<file path="src/rtl/data_memory_ctrl.sv">
// Data-memory responder: converts single-cycle CPU lw/sw into a req/ready
// handshake toward a slower backing memory, with a one-entry read buffer.
module data_memory_ctrl #(
    parameter int HIT_ENABLE = 1
) (
    input  logic        clk,
    input  logic        reset,
    input  logic        cpu_req,
    input  logic        data_memory_we,
    input  logic [31:0] data_memory_a,
    input  logic [31:0] data_memory_wd,
    output logic [31:0] data_memory_rd,
    output logic        stall,
    output logic        misaligned_err,
    output logic        mem_req,
    output logic        mem_we,
    output logic [31:0] mem_addr,
    output logic [31:0] mem_wdata,
    input  logic        mem_ready,
    input  logic [31:0] mem_rdata
);

    typedef enum logic [1:0] {
        ST_IDLE = 2'd0,
        ST_BUSY = 2'd1,
        ST_DONE = 2'd2
    } state_t;

    localparam logic HIT_EN_L = (HIT_ENABLE != 0);

    state_t      state_r;
    state_t      state_s;
    logic        buf_valid_r;
    logic [31:0] buf_tag_r;
    logic [31:0] buf_data_r;
    logic        mem_req_r;
    logic        mem_we_r;
    logic [31:0] mem_addr_r;
    logic [31:0] mem_wdata_r;
    logic        misaligned_r;
    logic        aligned_s;
    logic        hit_s;
    logic        start_s;
    logic        misaligned_s;
    logic        complete_s;

    // Next-state decode plus the combinational stall/read-data path.
    always_comb begin
        state_s        = state_r;
        stall          = 1'b0;
        data_memory_rd = 32'd0;
        start_s        = 1'b0;
        misaligned_s   = 1'b0;
        aligned_s      = (data_memory_a[1:0] == 2'b00);
        hit_s          = HIT_EN_L && buf_valid_r && (buf_tag_r == data_memory_a);
        complete_s     = (state_r == ST_BUSY) && mem_ready;
        case (state_r)
            ST_IDLE: begin
                if (cpu_req) begin
                    if (!aligned_s) begin
                        misaligned_s = 1'b1;
                    end else if (!data_memory_we && hit_s) begin
                        data_memory_rd = buf_data_r;
                    end else begin
                        stall   = 1'b1;
                        start_s = 1'b1;
                        state_s = ST_BUSY;
                    end
                end else begin
                    state_s = ST_IDLE;
                end
            end
            ST_BUSY: begin
                stall = 1'b1;
                if (mem_ready) begin
                    state_s = ST_DONE;
                end else begin
                    state_s = ST_BUSY;
                end
            end
            ST_DONE: begin
                // cpu_req is ignored here; the CPU retires on this edge.
                if (mem_we_r) begin
                    data_memory_rd = 32'd0;
                end else begin
                    data_memory_rd = buf_data_r;
                end
                state_s = ST_IDLE;
            end
            default: begin
                state_s = ST_IDLE;
            end
        endcase
    end

    // State register and backing-memory request registers.
    always_ff @(posedge clk) begin
        if (reset) begin
            state_r      <= ST_IDLE;
            mem_req_r    <= 1'b0;
            mem_we_r     <= 1'b0;
            mem_addr_r   <= 32'd0;
            mem_wdata_r  <= 32'd0;
            misaligned_r <= 1'b0;
        end else begin
            state_r <= state_s;
            if (start_s) begin
                mem_req_r   <= 1'b1;
                mem_we_r    <= data_memory_we;
                mem_addr_r  <= {data_memory_a[31:2], 2'b00};
                mem_wdata_r <= data_memory_wd;
            end else if (complete_s) begin
                mem_req_r <= 1'b0;
            end
            if (misaligned_s) begin
                misaligned_r <= 1'b1;
            end
        end
    end

    // Read buffer: reads allocate, writes only update a matching entry.
    always_ff @(posedge clk) begin
        if (reset) begin
            buf_valid_r <= 1'b0;
            buf_tag_r   <= 32'd0;
            buf_data_r  <= 32'd0;
        end else if (complete_s) begin
            if (!mem_we_r) begin
                buf_valid_r <= 1'b1;
                buf_tag_r   <= mem_addr_r;
                buf_data_r  <= mem_rdata;
            end else if (buf_valid_r && (buf_tag_r == mem_addr_r)) begin
                buf_data_r <= mem_wdata_r;
            end
        end
    end

    assign mem_req        = mem_req_r;
    assign mem_we         = mem_we_r;
    assign mem_addr       = mem_addr_r;
    assign mem_wdata      = mem_wdata_r;
    assign misaligned_err = misaligned_r;

endmodule

</file>
<file path="config.mk">
export PLATFORM = sky130hd
export DESIGN_NAME = data_memory_ctrl
export DESIGN_NICKNAME = d
export VERILOG_FILES = /design/src/rtl/data_memory_ctrl.sv
export SDC_FILE = /design/constraint.sdc
export NUM_CORES = 1
export LEC_CHECK = 0
export ABC_AREA = 0
export ABC_CLOCK_PERIOD_IN_PS = 4800
export CORE_MARGIN = 2
export CORE_UTILIZATION = 45
export CTS_BUF_LIST = sky130_fd_sc_hd__clkbuf_4
export DETAILED_ROUTE_END_ITERATION = 7
export DONT_BUFFER_PORTS = 1
export PLACE_DENSITY_LB_ADDON = 0.25
export SLEW_MARGIN = 20
export SYNTH_ARGS = -nofsm -noshare
export SYNTH_HDL_FRONTEND = slang
export SYNTH_SLANG_ARGS = --single-unit
</file>
<file path="constraint.sdc">
create_clock -name clk -period 4.8 [get_ports clk]
set_clock_uncertainty 0.05 [all_clocks]
set_input_delay 1.44 -clock clk [delete_from_list [all_inputs] [get_ports clk]]
set_output_delay 1.44 -clock clk [all_outputs]
set_load 0.1 [all_outputs]
</file>
==> Word-level counts from Yosys, hierarchy flattened <==
Index checks and enable logic that the tools add are counted.
{ "word_totals": {"inputBits": 101, "reg_bits": 130, "out_inout_bits": 100, "word_cells": 50} }
{ "classes": {"n_bitwise": 1, "n_reduce_logical": 11, "eq_ne": 7, "mux": 22} }
{ "ops": {"columns": ["operator", "count"], "rows": [
  ["two-way mux 32 bit", 6],
  ["case mux 32 bit (2 select lines)", 1],
  ["== test 32 bit", 1],
  ["== test 30 bit", 1],
  ["two-way mux 1 bit", 9],
  ["two-way mux 2 bit", 4],
  ["!= test 3 bit, second input constant", 2],
  ["AND reduction 2 bit", 3],
  ["logical AND 1 bit", 4],
  ["zero test 2 bit", 2],
  ["case mux 2 bit (2 select lines)", 1],
  ["== test 2 x 1 -> 1 bit, second input constant", 1],
  ["== test 2 bit, second input constant", 1],
  ["!= test 2 x 1 -> 1 bit, second input constant", 1],
  ["case mux 1 bit (2 select lines)", 1],
  ["nonzero test 2 bit", 1],
  ["zero test 1 bit", 1],
  ["NOT 1 bit", 1]
]} }

==> Logic depth before layout (Yosys ltp) <==
Gate-level depths: netlist of run 1.
{ "depth": {"depth_word": 8, "ltp_mapped": 8, "mapped_depth_nobuf": 6} }

==> Least setup slack after synthesis of run 1 <==
No wires, ideal clock.
{ "synth_path": {"kind": "input -> output", "start": "in data_memory_a[30]", "end": "out data_memory_rd[0]", "cell_stages": 7, "arrival_ps": 3961, "t_required_ps": 3310, "slack_ps": -651, "path_buffers": 1, "cell_sequence": "xor2_1 -> nor4_1 -> nand4_1 -> nor4_2 -> a21oi_1 -> clkbuf_1 -> nor2b_1"} }
{ "synth_via": {"elab_chain_cells": 7} }
{ "synth_rtl": {"columns": ["item", "line_no", "text"], "rows": [
  ["start: declaration", "10", "input logic [31:0] data_memory_a,"],
  ["== test 32 bit", "55", "hit_s = HIT_EN_L && buf_valid_r && (buf_tag_r == data_memory_a);"],
  ["logical AND 1 bit", "55", null],
  ["logical AND 1 bit", "62", "end else if (!data_memory_we && hit_s) begin"],
  ["two-way mux 32 bit", "62", null],
  ["two-way mux 32 bit", "60", "if (!aligned_s) begin"],
  ["two-way mux 32 bit", "59", "if (cpu_req) begin"],
  ["case mux 32 bit (2 select lines)", "57", "case (state_r)"],
  ["end: declaration", "12", "output logic [31:0] data_memory_rd,"]
]} }
Every way passes these cells.

==> Worst setup path in the final report of run 1 <==
{ "layout_path": {"start": "in data_memory_a[6]", "end": "out data_memory_rd[8]"} }
Same word-level chain as after synthesis.

==> results.sh, run 1 <==
export IMPL_arrival_ns=3.17
export IMPL_wirelength_um=15840
export IMPL_ys_warn_count=0
export IMPL_clkLatencyLatePin_ns=0.52
export IMPL_final_setup_viol_count=0
export IMPL_clk_pin_slew_ns=0.10
export IMPL_post_cts_setup_buffers=0
export IMPL_die_area_um2=15450
export IMPL_cts_buffer_depth=2
export IMPL_status="completed"
export IMPL_vias=4703
export IMPL_fmax_ghz=0.2145
export IMPL_hp_class="flip-flop to flip-flop"
export IMPL_tightest_slew_ns=1.100
export IMPL_syn_avg_cell_area_um2=9.454
export IMPL_crit_required_ns=3.31
export IMPL_wl_per_cell_um=17.54
export IMPL_fill_cells=1231
export IMPL_max_slew_margin=0.2655
export IMPL_ant_nets=0
export IMPL_grt_pass1_wl_um=25150
export IMPL_first_global_vias=4744
export IMPL_synth_cells=689
export IMPL_core_um2=13990
export IMPL_synth_flop_cell="dfxtp_1"
export IMPL_utilization=0.5492
export IMPL_drive_gt1_frac=0.2050
export IMPL_cts_tree="built"
export IMPL_irDropWorstVdd_mv=0.2443
export IMPL_placementRows=43
export IMPL_cts_hold_buffers=0
export IMPL_cap_violations=0
export IMPL_cp_end_kind="output pin"
export IMPL_cts_sinks=130
export IMPL_slew_violations=0
export IMPL_die_width_um=124.3
export IMPL_cellPowerDensity_nw_per_um2=271.9
export IMPL_path_max_fanout=15
export IMPL_area_growth_pct=17.94
export IMPL_start_kind="primary input"
export IMPL_post_place_cells=872
export IMPL_vias_per_cell=5.208
export IMPL_ctsResizeCount=0
export IMPL_die_height_um=124.3
export IMPL_fin_cells=903
export IMPL_critPathKind="primary input to output pin"
export IMPL_synth_edf_count=0
export IMPL_synthArstFlopShare=0
export IMPL_hold_ws_ns=0.4476
export IMPL_ios=201
export IMPL_grt_overflow=0
export IMPL_port_buffers=0
export IMPL_final_seq_area_um2=2604
export IMPL_cts_htree_levels=4
export IMPL_drt_iter0_drc=285
export IMPL_grt_usage=0.2039
export IMPL_synth_seq_cells=130
export IMPL_drc=0
export IMPL_rsz0062_at_grt="false"
export IMPL_hold_violations=0
export IMPL_cts_root_buf="clkbuf_4"
export IMPL_synth_cell_types=30
export IMPL_gp_congestion=0.8172
export IMPL_dp_hpwl_um=11360
export IMPL_initial_core_util=0.4657
export IMPL_multiInputGateArea_um2=3807
export IMPL_grt_max_degree=194
export IMPL_synth_area_um2=6514
export IMPL_fin_nets=812
export IMPL_antenna_found_initial=1
export IMPL_min_period_ns=4.662
export IMPL_firstDrtPassIters=4
export IMPL_ys_seq_area_frac=0.3995
export IMPL_finalCritPeriodShare=0.9712
export IMPL_numCtsBuffers=17
export IMPL_p_leak_nw=2.815
-- final cells by class --
class,count,area share
Sequential cell,130,0.3389
Timing Repair Buffer,48,0.1044
Tap cell,180,0.02932
Clock buffer,22,0.02150
Multi-Input combinational cell,511,0.4956
Clock inverter,8,0.008469
Antenna cell,1,0.0003257
Inverter,3,0.001466
-- registers in the layout, summed over array words and instances, names as in the netlist, 2 cells and up --
register	count
buf_data_r	32
mem_wdata	32
buf_tag_r	30
mem_addr	30
state_r	2
-- cell usage after synthesis (3+ instances only) --
| cell type | count | area share |
|---|---|---|
| xor2_1 | 24 | 0.032 |
| nor2_1 | 37 | 0.021 |
| a21oi_1 | 34 | 0.026 |
| nor4_1 | 5 | 0.0048 |
| nand4_1 | 11 | 0.011 |
| xnor2_1 | 36 | 0.048 |
| nand2_1 | 61 | 0.035 |
| nand2b_1 | 127 | 0.12 |
| mux2i_1 | 95 | 0.15 |
| mux2_2 | 32 | 0.055 |
| dlygate4sd1_1 | 4 | 0.0054 |
| nor2b_1 | 33 | 0.032 |
| inv_1 | 3 | 0.0017 |
| dfxtp_1 | 130 | 0.40 |
| clkbuf_1 | 24 | 0.014 |
| buf_6 | 12 | 0.021 |
| buf_4 | 4 | 0.0046 |
-- cell usage in the layout, fill, tap and decap left out, types with 22 or more instances in the layout --
cell type | synthesis | final
dfxtp_1 | 130 | 129
xnor2_1 | 36 | 36
buf_12 | 0 | 35
mux2_2 | 32 | 32
a21oi_1 | 34 | 33
clkbuf_4 | 0 | 22
mux2i_1 | 95 | 95
nor2_1 | 37 | 36
nand2_1 | 61 | 61
nor2b_4 | 0 | 22
xor2_1 | 24 | 24
nand2b_1 | 127 | 127
-- kinds of logic (layout without fill, tap and decap cells) --
family	after synthesis	count (layout)	synth area share
and+or+nand+nor	285	285	0.2391
xor gates and xnor gates	60	60	0.08068
muxes	127	127	0.2013
DFF	130	130	0.3995
buffers and inverters	49	81	0.04937
AOI/OAI and AO/OA	37	37	0.02939
other	1	3	0.0005757
-- worst paths after layout --
check | endpoint | slack [ns] | from | depth (start not counted)
setup / recovery | data_memory_rd[8] | 0.14 | data_memory_a[6] | 9
hold / removal | buf_tag_r[16] | 0.45 | buf_tag_r[16] | 2
setup reg to reg | buf_data_r[26] | 1.86 | mem_addr[2] | 7
hold reg to reg | buf_tag_r[16] | 0.45 | buf_tag_r[16] | 2
-- layer usage --
metal	routed length [µm]	up-vias	track usage
li1	-	2305	-
met1	6497	2197	0.2325
met2	7662	175	0.3410
met3	1251	26	0.08591
met4	424	0	0.07403
met5	0	-	0
-- worst max-delay path, cell delays in order --
cell and delay [ns]:
xor2_1 0.15, nor4_1 0.41, nand4_1 0.17, nor4_2 0.16
buf_4 0.18, a21oi_4 0.08, buf_12 0.18, nor2b_2 0.17
buf_12 0.19
-- power by group --
group          internal, W  switching [W]  leakage [nW]  total, W
sequential         0.00110       0.000154          1.05   0.00126
combinational    0.0000904      0.0000954          1.63  0.000186
clock             0.000273       0.000373         0.136  0.000646
-- stage by stage --
stage / setup slack [ns] / total power [W] / area, µm² / setup TNS [ns]
floorplan: -0.4388 / 0.001450 / 6698 / -6.696
global placement: 0.1456 / 0.001465 / 7446 / 0
detailed placement: 0.1176 / 0.001470 / 7446 / 0
CTS: 0.1156 / 0.002119 / 7676 / 0
global route: 0.01968 / 0.002190 / 7682 / 0
finish: 0.1382 / 0.002089 / 7682 / 0
No activity file was read; power rests on OpenSTA's default activity.
==> run 2, diff against run 1 <==
--- a/config.mk
+++ b/config.mk
@@ -9,3 +9,2 @@
 export ABC_CLOCK_PERIOD_IN_PS = 4800
-export CORE_MARGIN = 2
 export CORE_UTILIZATION = 45
--- a/constraint.sdc
+++ b/constraint.sdc
@@ -4,2 +4,2 @@
 set_output_delay 1.44 -clock clk [all_outputs]
-set_load 0.1 [all_outputs]
+set_load 0.005 [all_outputs]
==> results.sh, run 2 (synthesis results as in run 1) <==
export IMPL_grt_overflow=0
export IMPL_worst_path_buf_inv=1
export IMPL_post_route_cell_area_um2=6817
export IMPL_wirelength_um=15210
export IMPL_placementRows=43
export IMPL_cellPowerDensity_nw_per_um2=308.1
export IMPL_die_width_um=122.3
export IMPL_antenna_found_initial=1
export IMPL_crit_required_ns=3.31
export IMPL_drt_iter0_drc=186
export IMPL_vias=4537
export IMPL_place_area_um2=6492
export IMPL_rsz0062_at_grt="false"
export IMPL_numCtsBuffers=17
export IMPL_gp_congestion=0.8140
export IMPL_wl_per_cell_um=17.65
export IMPL_fmax_ghz=0.2177
export IMPL_die_height_um=122.3
export IMPL_setup_ws_ns=0.2057
export IMPL_mostFrequentLayoutCells="dfxtp_1 (129), nand2b_1 (127), mux2i_1 (95)"
export IMPL_cp_end_kind="output pin"
export IMPL_irDropWorstVdd_mv=0.1414
export IMPL_fill_cells=1315
export IMPL_first_global_vias=4275
export IMPL_hp_class="flip-flop to flip-flop"
export IMPL_hold_violations=0
export IMPL_clk_pin_slew_ns=0.10
export IMPL_firstDrtPassIters=4
export IMPL_final_setup_viol_count=0
export IMPL_area_growth_pct=4.649
export IMPL_arrival_ns=3.10
export IMPL_cts_root_buf="clkbuf_4"
export IMPL_cts_hold_buffers=0
export IMPL_utilization=0.4873
export IMPL_core_um2=13990
export IMPL_finalCritPeriodShare=0.9571
export IMPL_dp_slack_ns=0.09508
export IMPL_cpLargestDelayFamily="simple AND/OR/NAND/NOR gates"
export IMPL_grt_usage=0.2000
export IMPL_timing_setup_tns_ns=0
export IMPL_rrSetupSlack_ns=2.31
export IMPL_cts_sinks=130
export IMPL_cts_tree="built"
export IMPL_initial_core_util=0.4657
export IMPL_port_buffers=0
export IMPL_grt_max_degree=194
export IMPL_ios=201
export IMPL_drc=0
export IMPL_critPathKind="primary input to output pin"
export IMPL_layout_commonest_cell="dfxtp_1"
export IMPL_min_period_ns=4.594
export IMPL_slew_violations=0
export IMPL_die_area_um2=14960
export IMPL_cts_buffer_depth=2
export IMPL_fin_nets=769
export IMPL_p_leak_nw=2.524
export IMPL_ant_nets=0
export IMPL_clkLatencyLatePin_ns=0.54
export IMPL_vias_per_cell=5.263
export IMPL_cpPeakStageDelay_ns=0.37
export IMPL_start_kind="primary input"
export IMPL_status="completed"
export IMPL_cpMaxStageDelayCell="nor4_4"
export IMPL_dp_hpwl_um=10440
export IMPL_tightest_slew_ns=0.8234
export IMPL_drive_gt1_frac=0.1087
export IMPL_post_cts_setup_buffers=0
export IMPL_path_max_fanout=32
export IMPL_cap_violations=0
export IMPL_cp_cell_sequence="xor2_1, nor4_1, nand4_1, nor4_4, a21oi_2, buf_4, nor2b_1"
export IMPL_grt_pass1_wl_um=22390
export IMPL_max_slew_margin=0.4510
export IMPL_cts_htree_levels=4
run 2: cell types whose count changed in the layout (fill, tap and decap cells not counted), sizes merged:
| cell | change |
|---|---|
| buf | -43 |
| clkbuf | -3 |
| clkinv | +1 |
| clkinvlp | +1 |
| bufinv | +3 |
run 2: cell type report:
cell class	count	area (µm²)	area share
clock buffers	19	142.6	0.02093
multi-input cells	511	3623	0.5316
well taps	180	225.2	0.03304
repair buffers	5	41.29	0.006057
clock inverters	13	166.4	0.02441
inverters	3	11.26	0.001652
flip-flops and latches	130	2604	0.3820
diodes	1	2.502	0.0003671
run 2: worst paths after layout:
kind / cells after the start / to / start
max reg2reg: 5 / mem_wdata[25] / state_r[0]
min reg2reg: 2 / misaligned_err / misaligned_err
max: 7 / data_memory_rd[16] / data_memory_a[30]
min: 2 / misaligned_err / misaligned_err
run 2: per-stage QoR:
step | std cells | hold WS (ns) | total power [W]
after floorplan | 690 | 0.3898 | 0.001296
after global placement | 829 | 0.4217 | 0.001303
after detailed placement | 829 | 0.4268 | 0.001307
after CTS | 861 | 0.4425 | 0.002124
after global routing | 862 | 0.4560 | 0.002190
final | 862 | 0.4460 | 0.002100
run 2: metal layers:
| layer | up-vias | share of wire | track usage |
|---|---|---|---|
| met1 | 2149 | 0.42 | 0.2274 |
| met4 | 0 | 0.010 | 0.06479 |
| met5 | - | 0 | 0 |
| met2 | 151 | 0.48 | 0.3336 |
| met3 | 14 | 0.087 | 0.08829 |
| li1 | 2223 | - | - |
run 2: report_power, final:
part	leakage [nW]	total [W]	internal, W	switching (W)
registers	1.05	0.00113	0.00110	0.0000285
logic	1.30	0.000148	0.0000825	0.0000659
clock network	0.166	0.000820	0.000416	0.000404
total	2.52	0.00210	0.00160	0.000498
run 2: repair_timing:
item,CTS,global route
endpoints found under the setup margin,0,32
hold endpoints to repair,0,0
resized for setup,0,1
run 2: worst reg2reg max path, cell delays in order (launching register included):
cell	delay (ns)
dfxtp_1	0.38
nor3b_1	0.24
nor3b_1	0.51
nor2b_4	0.29
buf_6	0.66
mux2i_1	0.30
==> run 3, diff against run 2 <==
ABC_CLOCK_PERIOD_IN_PS = default   (was 4800)
clock period = 4.4 ns   (was 4.8 ns; I/O delays follow)
==> results.sh, run 3 (synthesis results as in run 1) <==
export IMPL_fin_nets=771
export IMPL_numCtsBuffers=17
export IMPL_ctsResizeCount=0
export IMPL_timing_setup_tns_ns=0
export IMPL_final_setup_viol_count=0
export IMPL_layout_commonest_cell="dfxtp_1"
export IMPL_utilization=0.4919
export IMPL_hold_ws_ns=0.4496
export IMPL_die_width_um=122.3
export IMPL_grt_usage=0.2018
export IMPL_die_height_um=122.3
export IMPL_final_seq_area_um2=2604
export IMPL_cap_violations=0
export IMPL_initial_core_util=0.4657
export IMPL_wirelength_um=15060
export IMPL_max_slew_margin=0.4504
export IMPL_firstDrtPassIters=4
export IMPL_drc=0
export IMPL_gp_congestion=0.7865
export IMPL_fmax_ghz=0.2351
export IMPL_mostFrequentLayoutCells="dfxtp_1 (129), nand2b_1 (127), mux2i_1 (95)"
export IMPL_diodes=0
export IMPL_grt_overflow=0
export IMPL_tightest_slew_ns=0.8244
export IMPL_vias_per_cell=5.217
export IMPL_core_um2=13990
export IMPL_grt_max_degree=194
export IMPL_first_global_vias=4340
export IMPL_start_kind="primary input"
export IMPL_arrival_ns=2.88
export IMPL_grt_pass1_wl_um=22830
export IMPL_status="completed"
export IMPL_antenna_found_initial=0
export IMPL_ant_nets=0
export IMPL_cpPeakStageDelay_ns=0.38
export IMPL_cp_cell_sequence="xor2_1, nor4_1, nand4_1, nor4_2, a21oi_2, buf_12, nor2b_1"
export IMPL_cellPowerDensity_nw_per_um2=348.4
export IMPL_cts_sinks=130
export IMPL_irDropWorstVdd_mv=0.1922
export IMPL_path_max_fanout=32
export IMPL_clkLatencyLatePin_ns=0.54
export IMPL_setup_ws_ns=0.1473
export IMPL_cts_buffer_depth=2
export IMPL_port_buffers=0
export IMPL_crit_required_ns=3.03
export IMPL_min_period_ns=4.253
export IMPL_cts_tree="built"
export IMPL_clk_pin_slew_ns=0.11
export IMPL_critPathKind="primary input to output pin"
export IMPL_slew_violations=0
export IMPL_p_leak_nw=2.549
export IMPL_post_cts_setup_buffers=0
export IMPL_dp_slack_ns=0.1679
export IMPL_placementRows=43
export IMPL_cpMaxStageDelayCell="nor4_2"
export IMPL_finalCritPeriodShare=0.9665
export IMPL_area_growth_pct=5.628
export IMPL_cts_hold_buffers=0
export IMPL_cp_end_kind="output pin"
export IMPL_cts_root_buf="clkbuf_4"
export IMPL_hold_violations=0
export IMPL_drive_gt1_frac=0.1127
export IMPL_ios=201
export IMPL_drt_iter0_drc=195
export IMPL_hp_class="flip-flop to flip-flop"
export IMPL_multiInputGateArea_um2=3615
export IMPL_wl_per_cell_um=17.45
export IMPL_die_area_um2=14960
export IMPL_cts_htree_levels=4
export IMPL_rsz0062_at_grt="false"
export IMPL_fill_cells=1370
export IMPL_vias=4502
export IMPL_dp_hpwl_um=10380
## run 3: changes by cell type in the layout (fill, tap and decap cells not counted), sizes merged
cell    delta
diode      -1
bufinv     +2
clkinv     -2
buf        +2
## run 3: layout make-up
type                    instances  area share
clock buffers                  19     0.02073
clock inverters                13     0.03110
inverters                       3    0.001637
multi-input cells             511      0.5254
flip-flops and latches        130      0.3784
well taps                     180     0.03273
repair buffers                  7     0.01000
## run 3: worst max-delay path, delay by kind of cell
family | cells | cell delay [ns]
simple gates | 4 | 1.09
buf+inv | 1 | 0.18
xor+xnor | 1 | 0.14
compound gates | 1 | 0.13
## run 3: worst paths after layout
path / startpoint / to / slack (ns) / cells after the start
worst max register to register: buf_tag_r[30] / mem_wdata[27] / 1.95 / 8
worst min register to register: buf_tag_r[3] / buf_tag_r[3] / 0.45 / 2
worst max-delay path: data_memory_a[30] / data_memory_rd[23] / 0.15 / 7
worst min-delay path: buf_tag_r[3] / buf_tag_r[3] / 0.45 / 2
## run 3: per-stage QoR
stage	power (W)	std cells	instance area, µm²
6_report	0.002397	863	6880
5_1_grt	0.002512	863	6880
4_1_cts	0.002437	863	6877
3_5_place_dp	0.001426	831	6520
3_3_place_gp	0.001422	831	6520
2_1_floorplan	0.001414	690	6518
## run 3: per-layer routing
metal	up-vias	global-route usage	part of all wire	wire length, µm
li1	2218	-	-	-
met1	2118	0.2206	0.40	6054
met2	150	0.3374	0.49	7412
met3	16	0.09387	0.091	1376
met4	0	0.07927	0.014	214
met5	-	0	0	0
## run 3: where the power goes
group          switching [W]  internal, W  leakage, nW
clock network       0.000431     0.000569        0.189
logic              0.0000707    0.0000906         1.31
registers          0.0000312      0.00120         1.05
